<file path="src/rtl/stepper_motion_seq.sv">
// Motion-command stage ahead of the stepper driver: turns absolute targets into start/dir/pulses
// moves and tracks the absolute position. Define SOFT_LIMIT_EN to clamp targets to soft limits.

module stepper_motion_seq #(
  parameter int unsigned               POS_W        = 24,
  parameter int unsigned               BUSY_TIMEOUT = 16,
  // Defaults are the most negative / most positive POS_W-bit values.
  parameter logic signed [POS_W-1:0]   SOFT_MIN     = {1'b1, {(POS_W-1){1'b0}}},
  parameter logic signed [POS_W-1:0]   SOFT_MAX     = {1'b0, {(POS_W-1){1'b1}}}
) (
  input  logic             i_clk_100k,
  input  logic             i_rst,
  input  logic             i_cmd_valid,
  output logic             o_cmd_ready,
  input  logic [POS_W-1:0] i_cmd_target,
  input  logic             i_zero,
  output logic             o_start,
  output logic             o_dir,
  output logic [POS_W-1:0] o_pulses,
  input  logic             i_drv_busy,
  output logic             o_done,
  output logic             o_error,
  output logic [POS_W-1:0] o_position,
  output logic             o_moving
);

  localparam int unsigned     CntW     = $clog2(BUSY_TIMEOUT + 1);
  localparam logic [CntW-1:0] CntLimit = CntW'(BUSY_TIMEOUT);

  typedef enum logic [2:0] {
    StIdle,
    StCalc,
    StIssue,
    StWaitBusy,
    StWaitDone
  } state_e;

  state_e            state_q, state_d;
  logic [POS_W-1:0]  tgt_q, tgt_d;
  logic [POS_W-1:0]  pos_q, pos_d;
  logic [POS_W-1:0]  pulses_q, pulses_d;
  logic              dir_q, dir_d;
  logic              err_q, err_d;
  logic              start_q, start_d;
  logic              done_q, done_d;
  logic [CntW-1:0]   cnt_q, cnt_d;

  logic [POS_W-1:0]  eff_tgt;
  logic [POS_W:0]    diff;
  logic [POS_W-1:0]  mag;
  logic [CntW-1:0]   cnt_inc;

  function automatic logic [POS_W-1:0] clamp_pos(input logic [POS_W-1:0] t);
    if ($signed(t) < SOFT_MIN) return SOFT_MIN;
    if ($signed(t) > SOFT_MAX) return SOFT_MAX;
    return t;
  endfunction

`ifdef SOFT_LIMIT_EN
  assign eff_tgt = clamp_pos(tgt_q);
`else
  assign eff_tgt = tgt_q;
`endif

  // One extra bit so the full span between extremes is representable.
  assign diff    = {eff_tgt[POS_W-1], eff_tgt} - {pos_q[POS_W-1], pos_q};
  assign mag     = diff[POS_W] ? (~diff[POS_W-1:0] + POS_W'(1)) : diff[POS_W-1:0];
  assign cnt_inc = cnt_q + CntW'(1);

  always_comb begin
    state_d  = state_q;
    tgt_d    = tgt_q;
    pos_d    = pos_q;
    pulses_d = pulses_q;
    dir_d    = dir_q;
    err_d    = err_q;
    cnt_d    = cnt_q;
    start_d  = 1'b0;
    done_d   = 1'b0;

    unique case (state_q)
      StIdle: begin
        if (i_cmd_valid) begin
          tgt_d   = i_cmd_target;
          err_d   = 1'b0;
          state_d = StCalc;
        end else if (i_zero) begin
          pos_d = '0;
        end
      end
      StCalc: begin
        tgt_d    = eff_tgt;
        dir_d    = ~diff[POS_W] && (diff != '0);
        pulses_d = mag;
        if (diff == '0) begin
          done_d  = 1'b1;
          state_d = StIdle;
        end else begin
          start_d = 1'b1;
          state_d = StIssue;
        end
      end
      StIssue: begin
        cnt_d   = '0;
        state_d = StWaitBusy;
      end
      StWaitBusy: begin
        if (i_drv_busy) begin
          state_d = StWaitDone;
        end else begin
          cnt_d = cnt_inc;
          if (cnt_inc == CntLimit) begin
            err_d   = 1'b1;
            state_d = StIdle;
          end
        end
      end
      StWaitDone: begin
        if (!i_drv_busy) begin
          pos_d   = tgt_q;
          done_d  = 1'b1;
          state_d = StIdle;
        end
      end
      default: state_d = StIdle;
    endcase
  end

  always_ff @(posedge i_clk_100k) begin
    if (i_rst) begin
      state_q  <= StIdle;
      tgt_q    <= '0;
      pos_q    <= '0;
      pulses_q <= '0;
      dir_q    <= 1'b0;
      err_q    <= 1'b0;
      start_q  <= 1'b0;
      done_q   <= 1'b0;
      cnt_q    <= '0;
    end else begin
      state_q  <= state_d;
      tgt_q    <= tgt_d;
      pos_q    <= pos_d;
      pulses_q <= pulses_d;
      dir_q    <= dir_d;
      err_q    <= err_d;
      start_q  <= start_d;
      done_q   <= done_d;
      cnt_q    <= cnt_d;
    end
  end

  assign o_cmd_ready = (state_q == StIdle);
  assign o_moving    = (state_q != StIdle);
  assign o_start     = start_q;
  assign o_dir       = dir_q;
  assign o_pulses    = pulses_q;
  assign o_done      = done_q;
  assign o_error     = err_q;
  assign o_position  = pos_q;

endmodule

</file>
<file path="config.mk">
export PLATFORM = sky130hd
export DESIGN_NAME = stepper_motion_seq
export DESIGN_NICKNAME = d
export VERILOG_FILES = /design/src/rtl/stepper_motion_seq.sv
export SDC_FILE = /design/constraint.sdc
export NUM_CORES = 1
export LEC_CHECK = 0
export BUFFER_PORTS_ARGS = -buffer_cell sky130_fd_sc_hd__buf_2
export CAP_MARGIN = 20
export CORE_MARGIN = 5
export CORE_UTILIZATION = 52
export CTS_CLUSTER_DIAMETER = 100
export DETAILED_ROUTE_END_ITERATION = 10
export HOLD_SLACK_MARGIN = 0.06
export PLACE_DENSITY = 0.79
export SLEW_MARGIN = 0
export SYNTH_ARGS = -nofsm -noshare
export SYNTH_HDL_FRONTEND = slang
export SYNTH_SLANG_ARGS = --single-unit
</file>
<file path="constraint.sdc">
create_clock -name i_clk_100k -period 3 [get_ports i_clk_100k]
set_input_delay 0 -clock i_clk_100k [delete_from_list [all_inputs] [get_ports i_clk_100k]]
set_output_delay 0 -clock i_clk_100k [all_outputs]
set_load 0.01 [all_outputs]
</file>
---- Word-level counts from Yosys, hierarchy flattened ----
Index checks and enable logic that the tools add are counted.
word-level totals
  output and inout port bits .............. 54
  input port bits ......................... 29
  register bits ........................... 84
  word-level logic and storage cells ...... 62
operators by class
  equal/unequal tests ..................... 12
  reductions and logical operators ........ 14
  add/sub/neg operators ................... 3
  bitwise logic cells ..................... 3
  mux-type cells .......................... 21
operator list
  kind                     count
  $mux W24                 4
  $pmux W24 S2             1
  $logic_not A25 Y1        1
  $reduce_bool A25 Y1      1
  $sub A24 B24 Y25         1
  $add A24 B1 Y24 const B  1
  $not A24 Y24             1
  $pmux W3 S5              1
  $mux W3                  4
  $ne A2 B2 Y1 const B     5
  $pmux W5 S2              1
  $reduce_and A4 Y1        2
  $eq A3 B2 Y1 const B     2
  $mux W1                  6
  $reduce_bool A2 Y1       3
  $add A5 B1 Y5 const B    1
  $eq A5 B5 Y1 const B     1
  $mux W5                  1
  $pmux W1 S2              2
  $reduce_and A2 Y1        2
  $eq A3 B1 Y1 const B     1
  $eq A3 B3 Y1 const B     1
  $logic_not A3 Y1         1
  $ne A3 B3 Y1 const B     1
  other kinds (7)          8

---- Longest topological paths before layout ----
  word-level depth ........................ 5
  mapped depth ............................ 13
  depth with buffers taken out ............ 12

---- Least setup slack after synthesis ----
Ideal clock, no wire load.
  path type ............................... reg-to-reg
  start point ............................. reg pos_q[0] (netlist: o_position[0])
  end point ............................... reg pulses_q[23] (netlist: o_pulses[23])
  path buffers ............................ 0
  stages on the path, launching flop included .. 12
  path slack .............................. -0.241 ns
  arrival time ............................ 3.153 ns
  clock period less this slack ............ 3.241 ns
  library setup time ...................... 0.088 ns
  data required time ...................... 2.912 ns
  path through ............................ dfxtp_1 -> ha_1 -> fa_1 -> and2b_4 -> o221a_1 -> o211ai_1 -> a211o_1 -> a2111o_1 -> nor4_4 -> nand4b_1 -> a21o_1 -> a311oi_2
between the ends
  word-level cells in the longest chain between the ends .. 4
RTL lines
  what                    line  source
  start, declared         40    logic [POS_W-1:0] pos_q, pos_d;
  start signal, assigned  143   pos_q <= pos_d;
  $sub A24 B24 Y25 *      66    assign diff = {eff_tgt[POS_W-1], eff_tgt} - {pos_q[POS_W-1], pos_q};
  $not A24 Y24            67    assign mag = diff[POS_W] ? (~diff[POS_W-1:0] + POS_W'(1)) : diff[POS_W-1:0];
  $add A24 B1 Y24         67
  $mux W24 *              67
  end signal, assigned    144   pulses_q <= pulses_d;
  end, declared           41    logic [POS_W-1:0] pulses_q, pulses_d;
Mark *: on every way between the ends. The rest lies on a longest branch, timed or not.
A chain may end at the register's enable or synchronous reset.

---- Final worst setup path ----
  start point ............................. reg tgt_q[0] (netlist: eff_tgt[0])
  end point ............................... reg pulses_q[22] (netlist: o_pulses[22])
between the ends
  word-level cells in the longest chain between the ends .. 4
RTL lines
  what                    line  source
  start, declared         39    logic [POS_W-1:0] tgt_q, tgt_d;
  start signal, assigned  142   tgt_q <= tgt_d;
  $sub A24 B24 Y25 *      66
  $not A24 Y24            67
  $add A24 B1 Y24         67
  $mux W24 *              67
Marks and branches as above.

==> results.toml <==
[outcome]
status = "finished, violations left"
violations = "negative setup slack"

[final_layout]
area_growth_pct = 43.4
insertedDiodeCount = 0
drive_gt1_frac = 0.349
n_fill_cell = 733
multiInputGateArea_um2 = 3780
utilization = 0.761
seqCellArea_um2 = 1690
final_cell_mix = "buf_4 (153), buf_2 (82), nand2_1 (81), dfxtp_1 (79), nor2_1 (77)"
final_common_cell = "buf_4"
fin_area_um2 = 7820
fin_nets = 987

[die]
core_um2 = 10300
rows = 37
initial_core_util = 0.530
die_w_um = 112
die-area_um2 = 12600
io_pins = 83
die_h_um = 112

[timing]
slew_viol_final = 0
tightest_slew_ns = 1.05
rsz0062_at_grt = "true"
min_period_ns = 3.31
final_hold_viol_count = 0
fin_skew_ns = 0.0111
fin_crit_sh = 1.10
tns_ns = -2.70
slew_headroom = 0.302
timing.fmax_mhz = 302
setup_viol = 17
fin_ws_ns = -0.314

[yosys]
synth-edff-count = 0
ys_seq_area_frac = 0.309
synthMuxAreaShare = 0.00941
yosys_warnings = 0
synth_top_family_by_area = "compound AO/OA/AOI/OAI gates"
ys_ff_latch = 84
synth_xor_area_frac = 0.0512
syn-cell-area_um2 = 5450
async_reset_ff_frac = 0
synth_fa_ha_area_frac = 0.0634
yosys-top-cells-area = "dfxtp_1 (31%), ha_1 (6.0%), nand2_1 (5.6%)"
syn_inst = 699
synth_nets = 755
synth_top_area_frac = 0.309
synth_compound_area_frac = 0.286
yosys.area_share.simple = 0.222
syn_avg_cell_area_um2 = 7.80
synth_area_leader_cell = "dfxtp_1"
synth.distinct_cells = 78
synth_ff_type = "dfxtp_1"

[global_route]
grt_pass1_vias = 6165
grt_first_pass_wirelength_um = 28000
grt_overflow_total = 0
antenna_found_initial = 0
grt_usage = 0.263
grt_max_degree = 59

[power_and_ir_drop]
power.density_nw_per_um2 = 592
vdd_drop_max_mv = 0.352
p_leak_nw = 3.49

[setup_path]
worstPathRequired_ns = 3.24
arrival_ns = 3.55
end_kind = "register"
path_class = "reg2reg"
crit_path_start_kind = "register"
crit_fanout = 5

[detailed_routing]
first_pass_iters = 5
wl_um = 17400
drc = 0
wl_per_cell_um = 16.2
vias_per_cell = 5.78
drt_iter0_markers = 452
vias = 6195
ant_nets = 0

[clocking]
cts_tree = "yes"
numClockSinks = 84
cts_buffers = 9
cts.reportedPaths.clkPinSlew_ns = 0.08
htree_num_levels = 3
cts_max_path_buffers = 2
cts-root-buf = "clkbuf_8"
insertion_delay_ns = 0.36

[place]
hpwl_um = 12000
gp_congestion = 0.929
placed_area_um2 = 6910
io_buffers = 82

[flow_run]
drv_cap = 0

[worst_hold_path]
hp-class = "in2reg"
worst paths after layout:
check                                  from                           to  slack (ns)  depth (start not counted)
setup / recovery    eff_tgt[0]$_SDFFE_PP0P_    o_pulses[22]$_SDFFE_PP0P_       -0.31                         13
hold / removal                       i_zero  o_position[13]$_SDFFE_PP0P_        0.29                          5
setup reg to reg    eff_tgt[0]$_SDFFE_PP0P_    o_pulses[22]$_SDFFE_PP0P_       -0.31                         13
hold reg to reg   o_pulses[14]$_SDFFE_PP0P_    o_pulses[14]$_SDFFE_PP0P_        0.47                          2
cells by family after synthesis:
logic type / Yosys count
DFF: 84
adders and majority gates: 27
and+or+nand+nor: 252
xor gates and xnor gates: 31
AOI/OAI and AO/OA: 221
muxes: 5
buffers and inverters: 79
flip-flops by register name, summed over array words and instances, names as in the netlist:
signal,cells
cnt_q,5
eff_tgt,24
o_dir,1
o_done,1
o_error,1
o_position,24
o_pulses,24
o_start,1
state_q,3
cells in the mapped netlist (13+ instances only):
library cell  instances
dfxtp_1              84
nand2_1              81
nor2_1               79
a21oi_1              57
inv_1                36
clkbuf_1             33
a22oi_1              30
ha_1                 26
a211oi_1             24
o21ai_0              23
xnor2_1              19
nor3_1               16
a21o_1               13
repair_timing:
action	in CTS	in global routing
pin swaps	33	12
hold buffers	26	0
endpoints found under the hold margin	26	0
resized for setup	37	20
endpoints found under the setup margin	24	26
buffers inserted	19	7
power by group:
part           switching, W  internal [W]
logic               0.00132       0.00120
clock network      0.000393      0.000450
registers         0.0000613       0.00120
total               0.00177       0.00286
critical path, cell delays in order (launching register included):
cell	delay, ns
dfxtp_2	0.34
inv_2	0.07
ha_4	0.13
fa_2	0.19
and2b_4	0.21
o211a_1	0.25
nor4b_4	0.28
buf_4	0.20
o21ai_4	0.06
a211o_1	0.33
a2111oi_4	0.44
a31oi_1	0.18
xnor2_1	0.17
a211oi_1	0.34
through the flow:
step	setup slack, ns	power [W]	hold slack (ns)	cells
after floorplan	-0.00771	0.00260	0.136	699
after global placement	-0.175	0.00333	0.241	1004
after detailed placement	-0.334	0.00339	0.249	1004
after CTS	-0.150	0.00444	0.273	1064
after global routing	-0.455	0.00488	0.314	1071
final	-0.314	0.00463	0.287	1071
cell type report:
cell class	count	share of cell area
Clock buffer	14	0.0221
Clock inverter	1	0.00384
Inverter	37	0.0178
Multi-Input combinational cell	536	0.483
Sequential cell	84	0.216
Tap cell	136	0.0218
Timing Repair Buffer	263	0.236
metal layers:
metal | vias to the layer above | GRT usage | wire (um)
li1 | 2974 | - | -
met1 | 2923 | 0.307 | 7080
met2 | 228 | 0.472 | 8620
met3 | 70 | 0.0496 | 930
met4 | 0 | 0.106 | 728
met5 | - | 0 | 0
No activity file was read; power rests on OpenSTA's default activity.
